### config.mk
export PLATFORM = sky130hd
export DESIGN_NAME = serial_adder_ctrl
export DESIGN_NICKNAME = d
export VERILOG_FILES = /design/src/rtl/serial_adder_ctrl_pkg.sv /design/src/rtl/full_adder_ha.sv /design/src/rtl/half_adder.sv /design/src/rtl/serial_adder_ctrl.sv
export SDC_FILE = /design/constraint.sdc
export NUM_CORES = 1
export LEC_CHECK = 0
export ABC_AREA = 1
export CORE_MARGIN = 2
export CORE_UTILIZATION = 35
export DETAILED_ROUTE_END_ITERATION = 10
export GPL_TIMING_DRIVEN = 0
export PLACE_DENSITY = 0.67
export SYNTH_ARGS = -nofsm -noshare
export SYNTH_HDL_FRONTEND = slang
export SYNTH_SLANG_ARGS = --single-unit
export TNS_END_PERCENT = 100
### constraint.sdc
create_clock -name clk -period 1.64 [get_ports clk]
set_input_delay 0.41 -clock clk [delete_from_list [all_inputs] [get_ports clk]]
set_output_delay 0.41 -clock clk [all_outputs]
set_load 0.05 [all_outputs]
### src/rtl/serial_adder_ctrl_pkg.sv
// Shared types for the bit-serial adder controller.
// State encoding; 2'd3 is unused and falls back to IDLE.
package serial_adder_ctrl_pkg;

    typedef enum logic [1:0] {
        IDLE = 2'd0,
        RUN  = 2'd1,
        DONE = 2'd2
    } state_t;

endpackage

### src/rtl/full_adder_ha.sv
// Combinational full-adder bit slice built from two half adders.
module full_adder_ha (
    input  logic a,
    input  logic b,
    input  logic cin,
    output logic sum,
    output logic cout
);

    logic s0;
    logic c0;
    logic c1;

    half_adder ha0 (
        .A (a),
        .B (b),
        .S (s0),
        .C (c0)
    );

    half_adder ha1 (
        .A (s0),
        .B (cin),
        .S (sum),
        .C (c1)
    );

    assign cout = c0 | c1;

endmodule

### src/rtl/half_adder.sv
// Single-bit half adder: sum and carry of two input bits.
module half_adder (
    input  logic A,
    input  logic B,
    output logic S,
    output logic C
);

    assign S = A ^ B;
    assign C = A & B;

endmodule

### src/rtl/serial_adder_ctrl.sv
// Bit-serial WIDTH-bit adder: one full-adder slice reused LSB first,
// carry held in a flop between cycles, WIDTH+1-bit result assembled in S.
module serial_adder_ctrl
    import serial_adder_ctrl_pkg::*;
#(
    parameter int WIDTH = 4
) (
    input  logic             clk,
    input  logic             rst,
    input  logic             start,
    input  logic [WIDTH-1:0] A,
    input  logic [WIDTH-1:0] B,
    output logic             busy,
    output logic             done,
    output logic [WIDTH:0]   S
);

    localparam int CNT_W = $clog2(WIDTH + 1);

    state_t             state;
    state_t             state_nx;
    logic               accept;
    logic [WIDTH-1:0]   a_sh;
    logic [WIDTH-1:0]   b_sh;
    logic               carry;
    logic [CNT_W-1:0]   cnt;
    logic               last;
    logic               sum_bit;
    logic               cout;
    logic [WIDTH-1:0]   s_low;

    full_adder_ha u_fa (
        .a    (a_sh[0]),
        .b    (b_sh[0]),
        .cin  (carry),
        .sum  (sum_bit),
        .cout (cout)
    );

    assign last = (cnt == CNT_W'(WIDTH - 1));

    always_ff @(posedge clk) begin
        if (rst) begin
            state <= IDLE;
        end else begin
            state <= state_nx;
        end
    end

    always_comb begin
        state_nx = state;
        accept   = 1'b0;
        case (state)
            IDLE: begin
                if (start) begin
                    state_nx = RUN;
                    accept   = 1'b1;
                end
            end
            RUN: begin
                if (last) begin
                    state_nx = DONE;
                end
            end
            DONE:    state_nx = IDLE;
            default: state_nx = IDLE;
        endcase
    end

    assign busy = (state == RUN) || (state == DONE);
    assign done = (state == DONE);

    // Sum bits enter at the top of the low field and drift down to bit 0.
    always_comb begin
        s_low            = S[WIDTH-1:0] >> 1;
        s_low[WIDTH-1]   = sum_bit;
    end

    always_ff @(posedge clk) begin
        if (rst) begin
            a_sh  <= '0;
            b_sh  <= '0;
            carry <= 1'b0;
            cnt   <= '0;
            S     <= '0;
        end else if (accept) begin
            a_sh  <= A;
            b_sh  <= B;
            carry <= 1'b0;
            cnt   <= '0;
            S     <= '0;
        end else if (state == RUN) begin
            a_sh         <= a_sh >> 1;
            b_sh         <= b_sh >> 1;
            carry        <= cout;
            cnt          <= cnt + CNT_W'(1);
            S[WIDTH-1:0] <= s_low;
            if (last) begin
                S[WIDTH] <= cout;
            end
        end
    end

endmodule

==> flow_summary_export.csv, run 1 <==
group,metric,value,unit
run_status,status,"completed",
global_routing,grt_pass1_wl,3443,um
route,wl,1973,um
worst_setup_path,cp_top_family,"buffers and inverters",
clock_network,htreeDepth,1,
route,drt_iter0_markers,13,
worst_setup_path,start_kind,"register",
sta,period_share,97.39,%
synthesis,synth_cells,127,
floorplan,num_rows,19,
synthesis,synthMuxAreaShare,0,%
power_and_ir_drop,p_sw,0.3547,mW
worst_setup_path,worstPathCellList,"clkdlybuf4s15_1",
global_routing,grt_use_total,13.01,%
worst_setup_path,worstPathArrival,1.19,ns
placed_design,gp_routability_congestion,0.7975,
global_routing,grt_max_degree,11,
placed_design,pre_cts_slack,-0.2816,ns
synthesis,synth_fa_ha_area_share,9.201,%
power_and_ir_drop,p_per_area,861.3,nW/um^2
power_and_ir_drop,total_leakage_power,0.5328,nW
worst_setup_path,crit_fanout,3,
power_and_ir_drop,ir_drop,0.5526,mV
floorplan,die_y,58.34,um
sta,holdWs,0.4481,ns
power_and_ir_drop,power,1.087,mW
sta,worst_slack,0.04284,ns
clock_network,path_clk_slew,0.10,ns
floorplan,fp.dieW,58.34,um
final_layout,diodes,0,
placed_design,hpwlAfterDp,1495,um
worst_setup_path,critPathMaxStageDelay,0.51,ns
worst_setup_path,path_class,"reg -> out",
route,first_pass_iters,4,
clock_network,cts_buffer_depth,2,
global_routing,grt_overflow,0,
final_layout,final_common_cell,"nand2_1",
sta,setup_viol,0,
sta,skew,0.001832,ns
clock_network,cts_tree,"built",
global_routing,antenna_found_initial,0,
floorplan,coreArea,2781,um^2
power_and_ir_drop,pwr-share-comb,30.4,%
worst_setup_path,end_kind,"output port",
synthesis,synth_seq_cells,19,
sta,maxSlewHeadroom,67.66,%
final_layout,mostFrequentLayoutCells,"nand2_1, dfxtp_1, a21oi_2, inv_1, clkdlybuf4s50_1",
worst_setup_path,slowest_stage,"clkdlybuf4s15_1",
sta,rsz0062_at_grt,"yes",
final_layout,fin_area,1262,um^2
synthesis,synthSimpleGateAreaFrac,27.97,%
route,viasPerCell,4.691,
sta,finalCriticalPeriod,1.597,ns
synthesis,synth-compound-area-share,13.44,%
clock_network,clockRootBuffer,"clkbuf_4",
floorplan,start_util,37.16,%
clock_network,clock-sinks,19,
worst_setup_path,path_buf_inv,1,
clock_network,cts_buffers,3,
power_and_ir_drop,clkPwrFrac,21.9,%
floorplan,die-area,3404,um^2
placed_design,io_buffers,16,
synthesis,yosys_warnings,0,
final_layout,fin_nets,166,
min_path,hp-class,"in -> reg",
synthesis,synthXorXnorAreaFrac,0.8475,%
placed_design,dp.cells,174,
synthesis,synth_area,1033,um^2
final_layout,finalNonFillerCells,178,
floorplan,ios,18,
final_layout,drive_above_1_share,27.89,%
worst_setup_path,required,1.23,ns
final_layout,area_delta_synth_final,22.15,%
sta,worstMarginPinSlew,0.4870,ns
global_routing,grt_pass1_vias,801,
clock_network,hold_buffers,0,
route,drtAntennaViolNets,0,
power_and_ir_drop,swShare,32.62,%
final_layout,fill_cells,285,
synthesis,synth_fp_nets,145,
synthesis,synth_top_family_by_area,"simple AND/OR/NAND/NOR gates",
worst_setup_path,rrSetupSlack,0.37,ns
clock_network,clk_latency,0.29,ns
route,drt_drc_violations_left,0,
sta,finalHoldViolCount,0,
sta,slew_violations,0,
synthesis,ys_types,21,
route,wl_per_cell,11.08,um
power_and_ir_drop,p_seq_share,47.7,%
power_and_ir_drop,p_int,0.7326,mW
placed_design,place_area,1232,um^2
synthesis,yosysSeqAreaShare,36.80,%
synthesis,syn_area_per_cell,8.138,um^2
sta,max_freq,0.6261,GHz
route,num_vias,835,
flow_run,drv_cap,0,
-- state kept, by name, summed over array words and instances, names as in the netlist --
name   flops
b_sh       4
S          5
state      2
a_sh       4
carry      1
cnt        3
-- per-layer routing --
layer  track usage, %  share of wire (%)
met1            15.72                 43
met2            22.95                 51
met3            4.835                5.4
met4           0.9967                  0
met5                0                  0
-- through the flow --
step / setup TNS, ns / util (%)
after global routing: -0.002879 / 45.39
after CTS: 0 / 44.94
after floorplan: 0 / -
final: 0 / 45.39
after global placement: -0.3594 / 44.31
after detailed placement: -0.4332 / 44.31
-- final cells by class --
type | instances | area, um^2 | area share (%)
plain buffers | 5 | 62.56 | 4.955
flip-flops and latches | 19 | 382.9 | 30.33
inverters | 15 | 58.81 | 4.658
multi-input cells | 88 | 544.3 | 43.11
well taps | 31 | 38.79 | 3.072
clock buffers | 4 | 26.28 | 2.081
repair buffers | 16 | 148.9 | 11.79
-- power by group through the flow --
| stage | logic, mW | clock network, mW | registers (mW) |
|---|---|---|---|
| 3_3_place_gp | 0.318 | 0 | 0.525 |
| 2_1_floorplan | 0.243 | 0 | 0.529 |
| 4_1_cts | 0.325 | 0.247 | 0.518 |
| 3_5_place_dp | 0.323 | 0 | 0.528 |
| 5_1_grt | 0.367 | 0.270 | 0.524 |
| 6_report | 0.331 | 0.238 | 0.519 |
-- synthesized netlist by cell type, drive strengths merged --
cell type,n,area share [%]
nand3b,1,0.73
nand3,8,5.3
or2,1,0.61
a21oi,18,13
nand2,50,21
ha,6,7.3
nor2,2,0.73
inv,15,5.7
fa,1,1.9
buf,5,6.1
dfxtp,19,37
xnor2,1,0.85
-- cells by family after synthesis --
logic type	Yosys count
AO/OA/AOI/OAI	18
buffers and inverters	20
XOR/XNOR	1
AND/OR/NAND/NOR	62
flip-flops	19
adder cells (fa/ha/maj)	7
-- what timing repair did --
action	4_1_cts	5_1_grt
buffers inserted	0	0
gates resized for setup	18	8
pin swaps	0	0
endpoints found under the setup margin	7	5
-- path summary, 6_finish.rpt --
check	endpoint	cells after the start	startpoint
worst max-delay path	S[2]	1	S[2]
worst max register to register	b_sh[0]	7	state[1]
worst min register to register	S[0]	2	S[0]
worst min-delay path	a_sh[0]	2	rst
No activity file was read; power rests on OpenSTA's default activity.
==> run 2, diff against run 1 <==
--- a/config.mk
+++ b/config.mk
@@ -10,7 +10,8 @@
 export CORE_UTILIZATION = 35
 export DETAILED_ROUTE_END_ITERATION = 10
 export GPL_TIMING_DRIVEN = 0
-export PLACE_DENSITY = 0.67
+export PLACE_DENSITY_LB_ADDON = 0.3
+export SLEW_MARGIN = 25
 export SYNTH_ARGS = -nofsm -noshare
 export SYNTH_HDL_FRONTEND = slang
 export SYNTH_SLANG_ARGS = --single-unit
==> run 2 against run 1 <==
Against the previous run: worst hold slack got worse by 0.00061 ns; die area unchanged; cell count rose by 0.56%; critical path depth is the same.
==> flow_summary_export.csv, run 2 (synthesized netlist as in run 1, its figures left out) <==
group,metric,value,unit
global_routing,grt_use_total,12.34,%
floorplan,fp.dieW,58.34,um
power_and_ir_drop,ir_drop,0.5743,mV
clock_network,clk_latency,0.30,ns
run_status,status,"completed",
worst_setup_path,path_class,"reg -> out",
floorplan,ios,18,
global_routing,antenna_found_initial,0,
route,viasPerCell,4.637,
final_layout,top_register,"S",
sta,rsz0062_at_grt,"no",
min_path,hold_start,"rst",
final_layout,largestRegisters,"S (5), a_sh (4), b_sh (4)",
sta,setup_viol,0,
route,num_vias,830,
worst_setup_path,critPathMaxStageDelay,0.53,ns
route,wl_per_cell,10.46,um
placed_design,gp_routability_congestion,0.7723,
final_layout,fin_nets,167,
sta,finalSetupTns,0,ns
sta,maxSlewHeadroom,67.82,%
sta,finalCriticalPeriod,1.595,ns
final_layout,final_common_cell,"nand2_1",
sta,finalHoldViolCount,0,
global_routing,grt_pass1_vias,719,
min_path,hp-class,"in -> reg",
flow_run,drv_cap,0,
route,drt_drc_violations_left,0,
worst_setup_path,crit_start,"S[3]",
worst_setup_path,cp_top_family,"buffers and inverters",
sta,skew,0.003162,ns
worst_setup_path,required,1.23,ns
sta,max_freq,0.6271,GHz
final_layout,drive_above_1_share,26.35,%
floorplan,die_y,58.34,um
clock_network,htreeDepth,1,
sta,slew_violations,0,
clock_network,cts_buffer_depth,2,
power_and_ir_drop,p_per_area,868.9,nW/um^2
worst_setup_path,path_buf_inv,1,
final_layout,diodes,0,
floorplan,coreArea,2781,um^2
sta,holdWs,0.4475,ns
floorplan,die-area,3404,um^2
sta,worstMarginPinSlew,0.4847,ns
power_and_ir_drop,total_leakage_power,0.5439,nW
global_routing,grt_max_degree,11,
route,first_pass_iters,4,
worst_setup_path,worstPathArrival,1.18,ns
clock_network,cts_tree,"built",
worst_setup_path,end_kind,"output port",
global_routing,grt_overflow,0,
sta,worst_slack,0.04538,ns
placed_design,io_buffers,16,
route,drtAntennaViolNets,0,
sta,period_share,97.23,%
placed_design,hpwlAfterDp,1340,um
route,drt_iter0_markers,6,
clock_network,path_clk_slew,0.11,ns
worst_setup_path,slowest_stage,"dlygate4sd2_1",
final_layout,mostFrequentLayoutCells,"nand2_1, dfxtp_1, a21oi_2, inv_1, clkdlybuf4s50_1",
worst_setup_path,crit_fanout,3,
clock_network,clockRootBuffer,"clkbuf_4",
worst_setup_path,start_kind,"register",
final_layout,largest_reg_flops,5,
route,m1WireLength,918,um
clock_network,cts_buffers,3,
placed_design,pre_cts_slack,-0.2562,ns
clock_network,clock-sinks,19,
route,met3_length,102,um
floorplan,num_rows,19,
power_and_ir_drop,power,1.090,mW
floorplan,start_util,37.16,%
worst_setup_path,worstPathCellList,"dlygate4sd2_1",
route,wl,1873,um
global_routing,grt_pass1_wl,3229,um
route,highest_layer,"met4",
route,routed-wl-met2,842,um
final_layout,area_delta_synth_final,21.43,%
worst_setup_path,worstReg2RegStart,"state[0]",
-- run 2: cell type report --
type,instances,area (um^2)
fill,258,1526
clock buffer,4,26.28
inverter,15,58.81
tap,31,38.79
multi-input combinational,88,531.8
timing repair buffer,17,153.9
sequential,19,382.9
buffer,5,62.56
-- run 2: metal layers --
| metal | track usage (%) | vias up |
|---|---|---|
| met1 | 16.03 | 374 |
| met2 | 19.90 | 19 |
| li1 | - | 435 |
| met5 | 0 | - |
| met4 | 1.993 | 0 |
| met3 | 4.615 | 2 |
-- run 2: stage by stage --
stage	util, %	cells	instance area [um^2]
global route	45.12	179	1255
finish	45.12	179	1255
detailed placement	44.31	174	1232
floorplan	-	127	1033
CTS	44.80	178	1246
global placement	44.31	174	1232
-- run 2: final timing paths --
check / slack, ns / endpoint / cells past startpoint
worst max-delay path: 0.05 / S[3] / 1
worst min-delay path: 0.45 / b_sh[3] / 2
worst max register to register: 0.34 / b_sh[0] / 7
worst min register to register: 0.47 / b_sh[3] / 2
-- run 2: where the power goes --
part / internal, mW / switching [mW]
Combinational: 0.142 / 0.188
Clock: 0.0947 / 0.149
Sequential: 0.495 / 0.0211
Total: 0.731 / 0.359
-- run 2: timing repair --
item | CTS | global route
setup endpoints to repair | 7 | 3
resized for setup | 17 | 4
pin swaps | 0 | 0
hold buffers | 0 | 0
setup buffers | 0 | 1
==> run 3, diff against run 2 <==
--- a/config.mk
+++ b/config.mk
@@ -11,7 +11,6 @@
 export DETAILED_ROUTE_END_ITERATION = 10
 export GPL_TIMING_DRIVEN = 0
 export PLACE_DENSITY_LB_ADDON = 0.3
-export SLEW_MARGIN = 25
 export SYNTH_ARGS = -nofsm -noshare
 export SYNTH_HDL_FRONTEND = slang
 export SYNTH_SLANG_ARGS = --single-unit
==> results of run 3 <==
Same layout as run 2: the final DEF is identical, and so are final timing and power.
==> edit 1 (settings of run 2) <==
Set the parameter `WIDTH` to 2 (it was 4).
--- a/src/rtl/serial_adder_ctrl.sv
+++ b/src/rtl/serial_adder_ctrl.sv
@@ -3,7 +3,7 @@
 module serial_adder_ctrl
     import serial_adder_ctrl_pkg::*;
 #(
-    parameter int WIDTH = 4
+    parameter int WIDTH = 2
 ) (
     input  logic             clk,
     input  logic             rst,
Ports: changed (resized A, B and S); port bits go from 18 to 12. The function was not compared with the original's and may differ.
==> edit 1 against run 2 <==
Power down 30%; sequential cell count shrank 7; fmax is 1.8% higher; routed wire length shrank 46%; setup slack gained 0.028 ns; synthesized area shrank 42%; final cell count fell by 40%; first-iteration DRC count rose by 100%; die area fell by 40%; final area is 41% lower; worst hold slack improved by 0.014 ns.
==> edit 1: results (changes against run 2) <==
* HP Class: register to register (was input port to register)
* Tcrit/Tclk final at 95.5% (was 97.2%)
* Leak at 0.337 nW (was 0.544 nW)
* Most area-consuming cells after synthesis: dfxtp_1 40%, nand2_1 17%, ha_1 10% (was dfxtp_1 37%, nand2_1 16%, a21oi_2 11%)
* Area post-placement at 727 sq um (was 0.00123 sq mm)
* CP delay by family, top: flip-flops (was buffers and inverters)
* Nets@finish at 107 (was 167)
* Share of cells above drive strength 1 at 12.0% (was 26.4%)
* Clock-pin transition on the worst setup and hold timing paths at 0.06 ns (was 0.11 ns)
* FF-to-FF End: cnt[1] (was b_sh[0])
* Drt first-iter violations at 12 (was 6)
* CP startpoint: state[0] (was S[3])
* Number of flip-flops in the largest register at 3 (was 5)
* Post-synthesis sequential area ratio at 40.3% (was 36.8%)
* First-pass GRT wire length at 1650 um (was 3230 um)
* CP peak stage delay at 0.34 ns (was 0.53 ns)
* Vias after detailed routing at 505 (was 830)
* Vias in the first global route at 371 (was 719)
* Reg2reg start: state[1] (was state[0])
* R2R depth at 6 (was 7)
* Critical Path AT at 1.16 ns (was 1.18 ns)
* R2R setup slack at 0.45 ns (was 0.34 ns)
* Comb power at 255 uW (was 330 uW)
* Synth Area per Inst at 7.65 sq um (was 8.14 sq um)
* Gr usage total at 11.6% (was 12.3%)
* Net Sw Frac at 34.2% (was 32.9%)
* Status: complete, no violations (unchanged)
==> edit 1: cell count changes in the layout (fill, tap and decap cells not counted), sizes merged, moves of 2 or more <==
cell,change
nand2,-22
a21oi,-7
dfxtp,-7
buf,-5
inv,-4
nand3,-4
clkdlybuf4s50,-3
clkbuf,-2
==> edit 1: cell type report <==
| cell class | count | share of cell area, % |
|---|---|---|
| multi-input combinational | 54 | 40.4 |
| sequential | 12 | 32.8 |
| timing repair buffer | 11 | 13.3 |
| inverter | 11 | 6.25 |
| clock buffer | 3 | 3.04 |
| tap | 16 | 2.70 |
| buffer | 1 | 1.52 |
==> edit 1: worst min path at each step <==
stage                     startpoint       end  slack (ns)  cells past startpoint
final                           S[0]      S[0]        0.46                      2
after global routing            S[2]      S[2]        0.49                      2
after CTS                       S[0]      S[0]        0.47                      2
after detailed placement        S[0]      S[0]        0.46                      2
after global placement          S[0]      S[0]        0.45                      2
after floorplan             state[1]  state[1]        0.45                      2
==> edit 1: kinds of logic (layout without fill, tap and decap cells) <==
group           count (synthesis)  after routing  synth area share (%)
compound gates                 11             11                  9.85
xor+xnor                        1              1                  1.47
fa+ha+maj                       6              6                  13.8
buf+inv                        12             26                  9.64
flops                          12             12                  40.3
simple gates                   36             36                  25.0
==> edit 1: tightest hold or removal path, stage by stage (launching register included) <==
cell and delay, ns:
dfxtp_1 0.31, nand2_1 0.06, a21oi_1 0.05
==> edit 1: what timing repair did <==
| action | in CTS | in global routing |
|---|---|---|
| resized for setup | 14 | 2 |
| endpoints found under the setup margin | 5 | 1 |
| gates cloned | 0 | 0 |
==> edit 1: per-layer routing <==
metal  global-route usage, %  routed length [um]
met1                    14.8                 471
met2                    17.1                 469
met3                    6.00                  64
met4                    3.53                   0
met5                       0                   0
==> edit 2 (config.mk and constraints of run 2) <==
Made on the original files. Encoding of `state_t`: now one-hot (3 bits for 3 states).
--- a/src/rtl/serial_adder_ctrl_pkg.sv
+++ b/src/rtl/serial_adder_ctrl_pkg.sv
@@ -2,10 +2,10 @@
 // State encoding; 2'd3 is unused and falls back to IDLE.
 package serial_adder_ctrl_pkg;
 
-    typedef enum logic [1:0] {
-        IDLE = 2'd0,
-        RUN  = 2'd1,
-        DONE = 2'd2
+    typedef enum logic [2:0] {
+        IDLE = 3'b001,
+        RUN  = 3'b010,
+        DONE = 3'b100
     } state_t;
 
 endpackage
Formal check against the unedited RTL: same outputs for any inputs over 10 cycles, from zero or initial values and one cycle with rst high; not proved beyond that.
==> edit 2 against run 2 <==
Synthesized area fell by 8.2%; final cell count did not move; count of clock-buffer cells in the layout did not move; the flow now finishes with violations (negative setup slack); sequential share of layout area rose by 1.8 points; routed wire length rose by 15%; setup slack got worse by 0.098 ns; largest cell class unchanged; final area did not move; sequential cell count rose by 1.
Power is not compared: it rests on default switching activity, and its combinational part moved more than twofold at a synthesized area within 25%.
==> edit 2: results (changes against run 2) <==
* Wire length per cell at 12.0 um (was 10.5 um)
* Pre-Repair DR Iteration Count at 5 (was 4)
* Synthesized net count at 137 (was 145)
* Placed Cells at 169 (was 174)
* Status: finished, violations left (was complete, no violations)
* Post_cts resized at 23 (was 17)
* Grt met2 use at 25.7% (was 19.9%)
* Area post-placement at 0.00116 sq mm (was 0.00123 sq mm)
* Final Setup Violations at 1 (was 0)
* Met2 wire len at 1090 um (was 842 um)
* CP delay by family, top: flip-flops (was buffers and inverters)
* Fill cell count at 267 (was 258)
* Hold EP: S[0] (was b_sh[3])
* Area Overhead vs Synth at 32.3% (was 21.4%)
* Clock skew at 0.000891 ns (was 0.00316 ns)
* Synth Area per Inst at 7.71 sq um (was 8.14 sq um)
* Most frequent cells after synthesis: 29 x nand2_1, 20 x dfxtp_1, 16 x a21oi_1 (was 44 x nand2_1, 19 x dfxtp_1, 13 x a21oi_2)
* Clk tree area frac at 2.89% (was 2.09%)
* Met3 usage at 3.02% (was 4.62%)
* Gr usage total at 13.7% (was 12.3%)
* Grt met1 use at 14.8% (was 16.0%)
* FF-to-FF End: cnt[2] (was b_sh[0])
* Routability cong. at 0.771 (was 0.772)
* Final HPWL DP at 1530 um (was 1340 um)
* Post-synthesis sequential area ratio at 42.2% (was 36.8%)
* Failing checks: negative setup slack
* Critical Path Fanout Max at 5 (was 3)
* Reg2reg start: state[0] (unchanged)
* First-pass GRT wire length at 3520 um (was 3230 um)
* Top cell type's share of synthesized area at 42.2% (was 36.8%)
* DR top layer: met3 (was met4)
* Wire length on met3 at 88 um (was 102 um)
* Register area at 405 sq um (was 383 sq um)
* Met1 wire length at 974 um (was 918 um)
* Setup ws final at -0.0528 ns (was 0.0454 ns)
* Hold WS at 0.478 ns (was 0.447 ns)
* Largest net degree at the start of global routing at 12 (was 11)
[edit 2: cell count changes after synthesis, moves of 2 or more]
cell	run 2	this run
a21oi_2	13	1
clkbuf_1	0	2
a21oi_1	5	16
o21ai_0	0	2
nand3_2	3	0
nand4_1	0	6
nor3_1	0	2
nand2_2	4	1
nand2_1	44	29
nand3_1	5	14
ha_1	6	2
[edit 2: worst max-delay path by stage]
| stage | startpoint | to | slack, ns | depth (start not counted) |
|---|---|---|---|---|
| floorplan | state[0] | busy | 0.02 | 2 |
| global placement | state[0] | busy | -0.69 | 5 |
| detailed placement | state[0] | busy | -0.74 | 5 |
| CTS | state[0] | busy | -0.13 | 5 |
| global route | state[0] | busy | -0.11 | 5 |
| finish | state[0] | busy | -0.05 | 5 |
[edit 2: kinds of logic after synthesis]
logic type	after synthesis	share of synthesized area, %
simple gates	60	31.7
flops	20	42.2
buf+inv	20	10.0
compound gates	19	10.4
fa+ha+maj	3	4.75
xor+xnor	1	0.924
